### src/rtl/lcd_frame_arbiter.sv
// lcd_frame_arbiter
// Shares one 16x2 character LCD byte writer between N_REQ screen producers.
// Each frame it picks an owner (producer 0 = alert, fixed priority; others
// round-robin with a minimum dwell), latches that producer's 32-character
// frame and streams 0x80, 16 line-1 chars, 0xC0, 16 line-2 chars, followed by
// an idle gap before the next arbitration.
//
// Ports:
//   clk, rst        clock, asynchronous active-high reset
//   en_i            enable; dropping it lets the current frame finish, then idle
//   req_i           per-producer level request (bit 0 = alert)
//   frames_i        producer i frame at [256*i +: 256], byte k at [8k +: 8]
//   wr_valid_o      byte offered to the LCD writer
//   wr_ready_i      LCD writer accepts the byte
//   wr_rs_o         0 = command byte, 1 = character byte
//   wr_data_o       byte value
//   grant_o         one-hot owner of the frame in progress, 0 when idle
//   frame_done_o    one-cycle pulse after the last character is accepted
//   busy_o          high in every state except IDLE
//   state_dbg_o     current FSM state
//
// Handshake: a byte moves on a rising edge where wr_valid_o=1 and
// wr_ready_i=1; wr_valid_o/wr_rs_o/wr_data_o are registered and held stable
// until that edge, and the next byte is offered in the following cycle.
module lcd_frame_arbiter #(
  parameter int N_REQ        = 3,
  parameter int DWELL_CYCLES = 150_000_000,
  parameter int GAP_CYCLES   = 50_000,
  parameter int TMR_W        = 28
) (
  input  logic                 clk,
  input  logic                 rst,
  input  logic                 en_i,
  input  logic [N_REQ-1:0]     req_i,
  input  logic [256*N_REQ-1:0] frames_i,
  output logic                 wr_valid_o,
  input  logic                 wr_ready_i,
  output logic                 wr_rs_o,
  output logic [7:0]           wr_data_o,
  output logic [N_REQ-1:0]     grant_o,
  output logic                 frame_done_o,
  output logic                 busy_o,
  output logic [2:0]           state_dbg_o
);

  localparam int PTR_W = (N_REQ > 1) ? $clog2(N_REQ) : 1;
  localparam logic [TMR_W-1:0] DWELL_T = TMR_W'(DWELL_CYCLES);
  localparam logic [TMR_W-1:0] GAP_T   = TMR_W'(GAP_CYCLES);

  typedef enum logic [2:0] {
    S_IDLE  = 3'd0,
    S_ARB   = 3'd1,
    S_CMD1  = 3'd2,
    S_LINE1 = 3'd3,
    S_CMD2  = 3'd4,
    S_LINE2 = 3'd5,
    S_GAP   = 3'd6
  } state_t;

  state_t             state_q, state_d;
  logic               valid_q, valid_d;
  logic               rs_q, rs_d;
  logic [7:0]         data_q, data_d;
  logic [N_REQ-1:0]   grant_q, grant_d;
  logic               done_q, done_d;
  logic [255:0]       buf_q, buf_d;
  logic [3:0]         idx_q, idx_d;
  logic [PTR_W-1:0]   ptr_q, ptr_d;
  logic [TMR_W-1:0]   dwell_q, dwell_d;
  logic [TMR_W-1:0]   gap_q, gap_d;

  logic               arb_found;
  logic               arb_rotate;
  logic [PTR_W-1:0]   arb_owner;
  logic [PTR_W-1:0]   cand;
  logic               xfer;

  function automatic logic [7:0] byte_of(input logic [255:0] b, input logic [4:0] k);
    return b[{k, 3'b000} +: 8];
  endfunction

  assign xfer = valid_q && wr_ready_i;

  // Owner selection. The search order after the pointer p is p+1..N_REQ-1,
  // then 1..p, so a lone requester p is found last and still rotates
  // (which clears its dwell timer).
  always_comb begin
    arb_found  = 1'b0;
    arb_rotate = 1'b0;
    arb_owner  = ptr_q;
    cand       = ptr_q;
    if (req_i[0]) begin
      arb_found = 1'b1;
      arb_owner = '0;
    end else if (req_i[ptr_q] && (dwell_q < DWELL_T)) begin
      arb_found = 1'b1;
    end else begin
      for (int k = 1; k < N_REQ; k++) begin
        cand = PTR_W'(((int'(ptr_q) - 1 + k) % (N_REQ - 1)) + 1);
        if (!arb_found && req_i[cand]) begin
          arb_found  = 1'b1;
          arb_rotate = 1'b1;
          arb_owner  = cand;
        end
      end
    end
  end

  always_comb begin
    state_d = state_q;
    valid_d = valid_q;
    rs_d    = rs_q;
    data_d  = data_q;
    grant_d = grant_q;
    done_d  = 1'b0;
    buf_d   = buf_q;
    idx_d   = idx_q;
    ptr_d   = ptr_q;
    dwell_d = dwell_q;
    gap_d   = gap_q;

    // Dwell runs for a non-alert owner through the whole frame and its gap,
    // saturating so a long tenure never wraps back under the limit.
    if ((state_q != S_IDLE) && (state_q != S_ARB) && (grant_q != '0) &&
        !grant_q[0] && (dwell_q != DWELL_T)) begin
      dwell_d = dwell_q + TMR_W'(1);
    end

    case (state_q)
      S_IDLE: begin
        if (en_i && (req_i != '0)) state_d = S_ARB;
      end
      S_ARB: begin
        if (arb_found) begin
          for (int i = 0; i < N_REQ; i++) begin
            if (PTR_W'(i) == arb_owner) buf_d = frames_i[256*i +: 256];
          end
          grant_d            = '0;
          grant_d[arb_owner] = 1'b1;
          if (arb_rotate) begin
            ptr_d   = arb_owner;
            dwell_d = '0;
          end
          state_d = S_CMD1;
          valid_d = 1'b1;
          rs_d    = 1'b0;
          data_d  = 8'h80;
        end else begin
          grant_d = '0;
          state_d = S_IDLE;
        end
      end
      S_CMD1: begin
        if (xfer) begin
          state_d = S_LINE1;
          rs_d    = 1'b1;
          data_d  = byte_of(buf_q, 5'd0);
          idx_d   = 4'd0;
        end
      end
      S_LINE1: begin
        if (xfer) begin
          if (idx_q == 4'd15) begin
            state_d = S_CMD2;
            rs_d    = 1'b0;
            data_d  = 8'hC0;
          end else begin
            idx_d  = idx_q + 4'd1;
            data_d = byte_of(buf_q, {1'b0, idx_q + 4'd1});
          end
        end
      end
      S_CMD2: begin
        if (xfer) begin
          state_d = S_LINE2;
          rs_d    = 1'b1;
          data_d  = byte_of(buf_q, 5'd16);
          idx_d   = 4'd0;
        end
      end
      S_LINE2: begin
        if (xfer) begin
          if (idx_q == 4'd15) begin
            state_d = S_GAP;
            valid_d = 1'b0;
            rs_d    = 1'b0;
            data_d  = 8'h00;
            done_d  = 1'b1;
            gap_d   = '0;
          end else begin
            idx_d  = idx_q + 4'd1;
            data_d = byte_of(buf_q, {1'b1, idx_q + 4'd1});
          end
        end
      end
      S_GAP: begin
        if (gap_q == GAP_T) begin
          gap_d = '0;
          if (en_i && (req_i != '0)) begin
            state_d = S_ARB;
          end else begin
            state_d = S_IDLE;
            grant_d = '0;
          end
        end else begin
          gap_d = gap_q + TMR_W'(1);
        end
      end
      default: begin
        state_d = S_IDLE;
        valid_d = 1'b0;
        grant_d = '0;
      end
    endcase
  end

  always_ff @(posedge clk or posedge rst) begin
    if (rst) begin
      state_q <= S_IDLE;
      valid_q <= 1'b0;
      rs_q    <= 1'b0;
      data_q  <= 8'h00;
      grant_q <= '0;
      done_q  <= 1'b0;
      buf_q   <= '0;
      idx_q   <= 4'd0;
      ptr_q   <= PTR_W'(1);
      dwell_q <= '0;
      gap_q   <= '0;
    end else begin
      state_q <= state_d;
      valid_q <= valid_d;
      rs_q    <= rs_d;
      data_q  <= data_d;
      grant_q <= grant_d;
      done_q  <= done_d;
      buf_q   <= buf_d;
      idx_q   <= idx_d;
      ptr_q   <= ptr_d;
      dwell_q <= dwell_d;
      gap_q   <= gap_d;
    end
  end

  assign wr_valid_o   = valid_q;
  assign wr_rs_o      = rs_q;
  assign wr_data_o    = data_q;
  assign grant_o      = grant_q;
  assign frame_done_o = done_q;
  assign busy_o       = (state_q != S_IDLE);
  assign state_dbg_o  = state_q;

endmodule

### config.mk
export PLATFORM = sky130hd
export DESIGN_NAME = lcd_frame_arbiter
export DESIGN_NICKNAME = d
export VERILOG_FILES = /design/src/rtl/lcd_frame_arbiter.sv
export SDC_FILE = /design/constraint.sdc
export NUM_CORES = 1
export LEC_CHECK = 0
export CAP_MARGIN = 20
export CORE_ASPECT_RATIO = 0.5
export CORE_MARGIN = 8
export CORE_UTILIZATION = 30
export CTS_CLUSTER_SIZE = 25
export DETAILED_ROUTE_END_ITERATION = 7
export PLACE_DENSITY_LB_ADDON = 0.12
export SLEW_MARGIN = 20
export SYNTH_ARGS = -nofsm -noshare
export SYNTH_HDL_FRONTEND = slang
export SYNTH_SLANG_ARGS = --single-unit
### constraint.sdc
create_clock -name clk -period 14.4 [get_ports clk]
set_input_delay 1.44 -clock clk [delete_from_list [all_inputs] [get_ports clk]]
set_output_delay 1.44 -clock clk [all_outputs]
set_load 0.005 [all_outputs]
[Word level (Yosys, flattened, before mapping)]
Index checks and enable logic that the tools add are counted.
Word-level totals
  register bits after elaboration: 335
  bits of input ports: 775
  output and inout port bits: 18
  word-level logic and storage cells: 160
Cells by class
  add/sub/neg operators: 8
  order comparisons: 6
  equal/unequal tests: 26
  shift operators: 2
  multiplexer cells: 69
  bitwise operators: 4
  reduce and logical (&&, ||, !) cells: 34
Operators with widths (count)
  256-bit 2-to-1 mux: 3
  256-bit by 8-bit variable part select with 8-bit output: 1
  256-bit by 9-bit variable part select with 8-bit output: 1
  28-bit 2-to-1 mux: 7
  28-bit by 1-bit adder with 28-bit output (second input constant): 2
  8-bit 2-to-1 mux: 7
  28-bit case mux with 2 select lines: 1
  8-bit case mux with 5 select lines: 1
  3-bit 2-to-1 mux: 11
  28-bit by 16-bit == test with 1-bit output (second input constant): 1
  28-bit less-than comparator (second input constant): 1
  28-bit inequality test (second input constant): 1
  1-bit 2-to-1 mux: 22
  2-bit inequality test (second input constant): 11
  3-bit case mux with 7 select lines: 1
  3-bit nonzero test: 5
  2-bit by 3-bit less-than comparator with 1-bit output (second input constant): 4
  4-bit 2-to-1 mux: 3
  3-bit AND reduction: 4
  2-bit 2-to-1 mux: 5
  5-bit OR reduction: 2
  3-bit == test (second input constant): 3
  1-bit logical AND: 9
  3-bit case mux with 3 select lines: 1
  other kinds (29): 42

[Logic depth before layout (Yosys ltp)]
Gate-level depths: netlist (run 1).
  depth in word-level cells: 20
  mapped depth: 11
  mapped depth without buffers: 9

[Worst setup path before layout (run 1)]
Ideal clock, no wire load.
  path type: input port to flip-flop
  start point: input req_i[0]
  end point: register buf_q[238]
  library setup time: 0.131 ns
  arrival time: 3.232 ns
  data required time: 14.269 ns
  slack: 11.038 ns
  stages: 10
  buffers on the path: 3
  cells stage by stage: buf_2 -> mux2i_1 -> o22ai_1 -> o31ai_2 -> or4b_4 -> a31o_2 -> nand2_2 -> buf_4 -> buf_4 -> o211ai_1
Between the ends
  longest elaborated chain between the ends: 13
  elaborated cells on any way between the ends: 26
  classes of those cells: eq/ne: 2; mux: 18; reduce/logical: 6
Ends and longest elaborated chain
  start, declared: line 34  | input logic [N_REQ-1:0] req_i,
  1-bit binary-select mux with 2-bit select: line 100  | if (!arb_found && req_i[cand]) begin
  1-bit 2-to-1 mux (implied by the code): line 100
  1-bit 2-to-1 mux: line 100
  1-bit 2-to-1 mux: line 95  | end else if (req_i[ptr_q] && (dwell_q < DWELL_T)) begin
  1-bit 2-to-1 mux: line 92  | if (req_i[0]) begin
  1-bit zero test: line 100
  1-bit logical AND: line 100
  2-bit 2-to-1 mux: line 100
  2-bit 2-to-1 mux: line 95
  2-bit 2-to-1 mux: line 92
  1-bit by 2-bit == test with 1-bit output, or another cell as far along: line 136  | if (PTR_W'(i) == arb_owner) buf_d = frames_i[256*i +: 256];
  3-bit nonzero test (no source line) / 256-bit 2-to-1 mux (equally long branches)
  3-bit AND reduction (no source line) / 256-bit 2-to-1 mux (equally long branches)
  end signal, assigned: line 237  | buf_q <= buf_d;
  end, declared: line 66  | logic [255:0] buf_q, buf_d;
Parallel ways exist; a longest one is shown, timed or not. The select of a mux whose other input is x is not followed.
A chain may end at the register's enable or synchronous reset.

[Worst setup path in the final report (run 1)]
  start point: input req_i[0]
  end point: register buf_q[28]
Same word-level chain as after synthesis.

==> qor.txt, run 1 <==
Outcome: finished, final reports clean
Hold buffers post-CTS: 0
Post-synth EDFFs: 0
Post-CTS Setup Bufs: 0
Synth cell types: 60
Ys Warns: 0
Final Hold Fails: 0
Path depth of the worst reg2reg path: 9
Hold Path Class: flop to flop
Synth Flop Type: dfrtp_1
Die W: 386.4 um
FF+latch count, synth: 335
Dpl cells: 3605
Async SR Flop Fraction: 1.000
WS Path Type: primary input to flop
RR Endpoint: buf_q[28]
Slowest cell delay on critical path: 0.81 ns
Data required, critical path: 14.79 ns
Share of cells above drive strength 1: 0.07492
Drt pass-1 iters: 5
H-tree Lvls: 2
Worst reg2reg setup slack: 9.52 ns
Post-DP HPWL: 70.97 mm
Syn avg cell area: 9.971 um2
Crit share post-route: 0.3896
All-layer global routing usage: 0.2298
Max Fanout on Critical Path: 125
Filler instances: 6623
FF-to-FF Start: dwell_q[18]
Final setup fails: 0
Final worst slack: 8.790 ns
Placer Congestion: 0.8292
Critical path capture point type: flop
Vias/cell: 5.298
Final ANT Viol Nets: 0
Clk Latency, worst-skew pair: 0.56 ns
1st-iter DRT viols: 1549
Period minus WS final: 5.610 ns
Rel. slew slack: 0.2686
Crit-path most repeated cell: buf_4
RSZ-0062 raised after global routing: no
Via count: 19490
Setup_tns: 0 ns
Syn_nets: 2844
Wire per inst: 25.42 um
Critical Path AT: 6.00 ns
Area of the mapped netlist: 0.02058 mm2
Critical-path top delay cell: buf_4
Post-Synthesis Cells: 2064
P_leak: 11.42 nW
Row cnt: 68
Core Area: 0.06841 mm2
Maximum clock rate: 178.3 MHz
Clock root buffer master: clkbuf_16
CP Buf/Inv Count: 3
Worst-margin pin slew: 1.097 ns
Family with the most delay on the worst path: buffers and inverters
# clock sinks: 335
Critical path depth in cells: 10
Die area: 0.07775 mm2
Max Slew Vio Count: 0
Critical path startpoint: req_i[0]
Area grow syn2layout: 46.41%
IR drop worst, VDD: 0.1826 mV
Initial antenna violation count: 15
Pwr Density: 176.5 mW/mm2
DRC violations left: 0
Worst clock skew: 0.01862 ns
Worst Setup EP: buf_q[28]
Num CTS Buffers: 37
Largest net degree at the start of global routing: 188
Clk buf depth: 3
Final wirelength: 93.51 mm
# nets final: 3514
Crit-path cells: clkdlybuf4s50_1, mux2i_1, o22ai_1, o31ai_2, or4b_4, a31o_2, nand2_8, buf_4, buf_4, o211ai_1
I/O Buffers: 792
Clock slew at reported path FFs: 0.06 ns
# Max-Cap Violations: 0
Dpl ws: 8.222 ns
Num ports: 793
Sequential fraction of the synthesis area: 0.4074
Remaining Overflow, GRT: 0
CTS tree: done
Startpoint Class: primary input
Vias in the first global route: 20540
Layout Cells excl Fill: 3678
Cts repair resizes: 0
First-pass GRT wire length: 137.5 mm
DIE HEIGHT: 201.2 um
Initial core utilization: 0.3009
## state kept, by name (all words and copies together), names as in the netlist
register and count:
grant_o 3, wr_valid_o 1, state_dbg_o 3, frame_done_o 1
gap_q 28, wr_rs_o 1, dwell_q 28, ptr_q 2
wr_data_o 8, idx_q 4, buf_q 256
## worst min path at each step
| stage | startpoint | to | slack [ns] | cells after the start |
|---|---|---|---|---|
| floorplan | buf_q[120] | buf_q[120] | 0.45 | 2 |
| global placement | buf_q[121] | buf_q[121] | 0.47 | 2 |
| detailed placement | buf_q[98] | buf_q[98] | 0.47 | 2 |
| CTS | buf_q[116] | buf_q[116] | 0.49 | 2 |
| global route | buf_q[121] | buf_q[121] | 0.51 | 2 |
| finish | buf_q[116] | buf_q[116] | 0.49 | 2 |
## stage by stage
stage	area (um2)	power, W	utilization	hold WS [ns]
5_1_grt	30130	0.005684	0.4405	0.5111
4_1_cts	30120	0.005368	0.4403	0.4879
3_5_place_dp	28890	0.004342	0.4224	0.4696
3_3_place_gp	28890	0.004283	0.4224	0.4679
2_1_floorplan	20580	0.003365	-	0.4515
6_report	30130	0.005320	0.4405	0.4862
## metal layers
layer	routed length, um	GRT usage
met1	41620	0.3148
met2	44190	0.3720
met3	6376	0.05846
met4	1270	0.03698
met5	54	0
## power breakdown
part	internal (W)	total, W	switching (W)
logic	0.00112	0.00252	0.00140
registers	0.00137	0.00181	0.000439
clock network	0.000563	0.000994	0.000432
## cells by family (layout without fill, tap and decap cells)
logic type	after synthesis	after routing	synth area share
AND/OR/NAND/NOR	753	753	0.1685
flip-flops	335	335	0.4074
buffers and inverters	203	902	0.05508
AO/OA/AOI/OAI	382	382	0.1400
XOR/XNOR	39	39	0.01660
adder cells (fa/ha/maj)	5	5	0.003040
other	0	5	0
multiplexers	347	347	0.2094
## cell usage after synthesis (3+ instances only)
cell	number	area [um2]
nand2_1	304	1141
or3_1	17	106.4
and3_1	5	31.28
nor4_1	5	31.28
a211oi_1	14	105.1
dfrtp_1	334	8358
buf_6	31	349.1
mux4_2	66	1486
o21ai_0	41	205.2
and4_1	9	78.83
nor3_1	10	50.05
o211ai_2	30	375.4
nor2_1	74	277.8
a21oi_1	28	140.1
xnor2_1	15	131.4
buf_1	3	11.26
xor2_1	24	210.2
o22ai_1	8	50.05
a22o_1	5	43.79
buf_4	23	172.7
nor2b_1	13	81.33
clkbuf_1	86	322.8
buf_2	42	210.2
nand4_1	16	100.1
mux2_2	9	101.4
o211ai_1	229	1719
a22oi_1	9	67.56
nand3_1	281	1406
ha_1	5	62.56
or2_2	3	18.77
inv_1	18	67.56
mux2i_1	272	2723
## final cells by class
type,instances,area [um2],share of cell area
Multi-Input combinational cell,1526,11160,0.3703
Sequential cell,335,8388,0.2784
Timing Repair Buffer,816,8133,0.2699
Clock inverter,6,46.29,0.001536
Inverter,18,75.07,0.002491
Clock buffer,62,1182,0.03924
Tap cell,910,1139,0.03779
Antenna cell,5,12.51,0.0004152
## layout by cell type (no fill, tap or decap), types with 3 or more instances in the layout
master	n
xnor2_1	15
xor2_1	22
mux4_2	66
nor2_1	74
o21ai_0	41
nor2b_1	13
a211oi_1	14
nor4_1	5
mux2i_1	272
a22oi_1	9
dfrtp_1	333
a21oi_1	28
o211ai_2	30
ha_1	4
clkbuf_16	39
or2_2	3
inv_6	3
diode_2	5
a22o_1	5
nand3_1	281
clkbuf_8	12
and3_1	5
clkdlybuf4s50_1	792
mux2_2	9
nor3_1	10
clkbuf_1	11
o22ai_1	8
inv_1	17
or3_1	17
buf_4	22
and4_1	9
o211ai_1	229
nand4_1	16
nand2_1	303
## worst min-delay path, cell delays in order (launching register included)
cell and delay [ns]:
dfrtp_1 0.34, nand2_1 0.06, o211ai_2 0.05
No activity file was read; power rests on OpenSTA's default activity.
==> run 2: changes to the inputs <==
==> constraint.sdc (replaced) <==
create_clock -name clk -period 5.3 [get_ports clk]
set_input_delay 0.53 -clock clk [delete_from_list [all_inputs] [get_ports clk]]
set_output_delay 0.53 -clock clk [all_outputs]
set_load 0.005 [all_outputs]
==> run 2 against run 1 <==
  * Sequential power increased to 2.7 times the previous value
  * Highest routed layer unchanged
  * Die area stayed put
  * Clock skew is 0.0068 ns higher
  * Critical path type unchanged
  * Critical endpoint is now buf_q[235]
  * Clock power increased to 2.6 times the previous value
  * Sequential share of layout area shrank 0.14 points
  * Largest power group unchanged
==> qor.txt, run 2 (synthesis gave the netlist of run 1 again) <==
Outcome: finished, final reports clean (unchanged)
Cts repair resizes: 0 (unchanged)
Final wirelength: 92.78 mm (was 93.51 mm)
Post-DP HPWL: 71.08 mm (was 70.97 mm)
Hold buffers post-CTS: 0 (unchanged)
Worst clock skew: 0.02541 ns (was 0.01862 ns)
Startpoint Class: primary input (unchanged)
Area grow syn2layout: 47.17% (was 46.41%)
Vias/cell: 5.299 (was 5.298)
Clock root buffer master: clkbuf_16 (unchanged)
Initial antenna violation count: 9 (was 15)
Busiest grt layer: met2 (unchanged)
Most frequent cells in the layout: clkdlybuf4s50_1 (792), dfrtp_1 (333), nand2_1 (303) (unchanged)
Max reg flops: 256 (unchanged)
Smallest hold slack: 0.4210 ns (was 0.4862 ns)
Hold Path Class: primary input to async pin (was flop to flop)
Pwr Density: 477.2 mW/mm2 (was 176.5 mW/mm2)
Placer Congestion: 0.8358 (was 0.8292)
P_leak: 11.49 nW (was 11.42 nW)
Final Hold Fails: 0 (unchanged)
1st-iter DRT viols: 1616 (was 1549)
First-pass GRT wire length: 137.2 mm (was 137.5 mm)
Worst reg2reg setup slack: 1.79 ns (was 9.52 ns)
Drt pass-1 iters: 5 (unchanged)
# nets final: 3522 (was 3514)
Core Area: 0.06841 mm2 (unchanged)
DIE HEIGHT: 201.2 um (unchanged)
Row cnt: 68 (unchanged)
Vias in the first global route: 20510 (was 20540)
Biggest register: buf_q (unchanged)
Final setup fails: 0 (unchanged)
Share of cells above drive strength 1: 0.07842 (was 0.07492)
Initial core utilization: 0.3009 (unchanged)
Multi-input gate area in the final layout: 0.01116 mm2 (about the same)
Worst Setup EP: buf_q[235] (was buf_q[28])
Critical Path AT: 3.91 ns (was 6.00 ns)
Path depth of the worst reg2reg path: 8 (was 9)
WS Path Type: primary input to flop (unchanged)
Regs by FF count: buf_q (256), dwell_q (28), gap_q (28) (unchanged)
Final worst slack: 1.785 ns (was 8.790 ns)
Remaining Overflow, GRT: 0 (unchanged)
Max Slew Vio Count: 0 (unchanged)
IR drop worst, VDD: 0.3040 mV (was 0.1826 mV)
Data required, critical path: 5.69 ns (was 14.79 ns)
DRC violations left: 0 (unchanged)
Num ports: 793 (unchanged)
Wire per inst: 25.21 um (was 25.42 um)
Via count: 19500 (was 19490)
Dpl ws: 1.300 ns (was 8.222 ns)
Layout Cells excl Fill: 3680 (was 3678)
RSZ-0062 raised after global routing: no (unchanged)
Met1 Resource Use GR: 0.3184 (was 0.3148)
# clock sinks: 335 (unchanged)
# Max-Cap Violations: 0 (unchanged)
All-layer global routing usage: 0.2276 (was 0.2298)
CTS tree: done (unchanged)
Critical path capture point type: flop (unchanged)
Clock slew at reported path FFs: 0.07 ns (was 0.06 ns)
Most common cell after layout, fill and taps aside: clkdlybuf4s50_1 (unchanged)
I/O Buffers: 792 (unchanged)
Crit share post-route: 0.6633
Met3 Resource Use GR: 0.05148 (was 0.05846)
RR Endpoint: buf_q[235] (was buf_q[28])
Final ANT Viol Nets: 0 (unchanged)
Critical path startpoint: req_i[0] (unchanged)
Sequential Area: 0.008388 mm2 (unchanged)
FF-to-FF Start: dwell_q[18] (unchanged)
Max Fanout on Critical Path: 101 (was 125)
Setup_tns: 0 ns (unchanged)
Worst-margin pin slew: 0.9178 ns (was 1.097 ns)
Rel. slew slack: 0.3865 (was 0.2686)
Clk buf depth: 3 (unchanged)
H-tree Lvls: 2 (unchanged)
Post-CTS Setup Bufs: 0 (unchanged)
Period minus WS final: 3.515 ns
Filler instances: 6598 (was 6623)
Maximum clock rate: 284.5 MHz
Die W: 386.4 um (unchanged)
Num CTS Buffers: 37 (unchanged)
Die area: 0.07775 mm2 (unchanged)
Clk Latency, worst-skew pair: 0.55 ns (was 0.56 ns)
Met2 Track Usage GR: 0.3675 (was 0.3720)
Largest net degree at the start of global routing: 157 (was 188)
Dpl cells: 3613 (was 3605)
-- run 2: metrics by stage --
step / utilization / instance area (um2) / power [W]
5_1_grt: 0.4427 / 30280 / 0.01541
3_5_place_dp: 0.4256 / 29110 / 0.01190
6_report: 0.4428 / 30290 / 0.01446
4_1_cts: 0.4425 / 30270 / 0.01458
3_3_place_gp: 0.4256 / 29110 / 0.01175
2_1_floorplan: - / 20580 / 0.009144
-- run 2: worst max-delay path, cell delays in order --
cell and delay (ns):
clkdlybuf4s50_1 0.75, mux2i_1 0.13, o22ai_1 0.21, o31ai_2 0.14, or4b_4 0.53, a31o_2 0.31, nand2_8 0.50, buf_4 0.53
o211ai_1 0.17
-- run 2: report_power, final --
group	switching, W	internal (W)	total [W]
Sequential	0.00115	0.00372	0.00487
Clock	0.00117	0.00145	0.00261
Combinational	0.00384	0.00314	0.00698
-- run 2: cell type report --
cell class,instances,share of cell area
Clock buffer,50,0.03482
Sequential cell,335,0.2769
Inverter,18,0.002355
Antenna cell,3,0.0002479
Clock inverter,14,0.003511
Timing Repair Buffer,824,0.2760
Multi-Input combinational cell,1526,0.3686
Tap cell,910,0.03759
-- run 2: worst min-delay path by stage --
stage | end | slack, ns | cells after the start
2_1_floorplan | buf_q[120] | 0.45 | 2
3_3_place_gp | buf_q[97] | 0.47 | 2
3_5_place_dp | buf_q[112] | 0.47 | 2
4_1_cts | buf_q[243] | 0.39 | 2
5_1_grt | buf_q[243] | 0.44 | 2
6_report | buf_q[243] | 0.42 | 2
-- run 2: per-layer routing --
metal / wire length [um] / vias to the layer above
met3: 5635 / 81
met1: 42500 / 9772
li1: - / 9027
met5: 27 / -
met4: 1292 / 4
met2: 43320 / 617
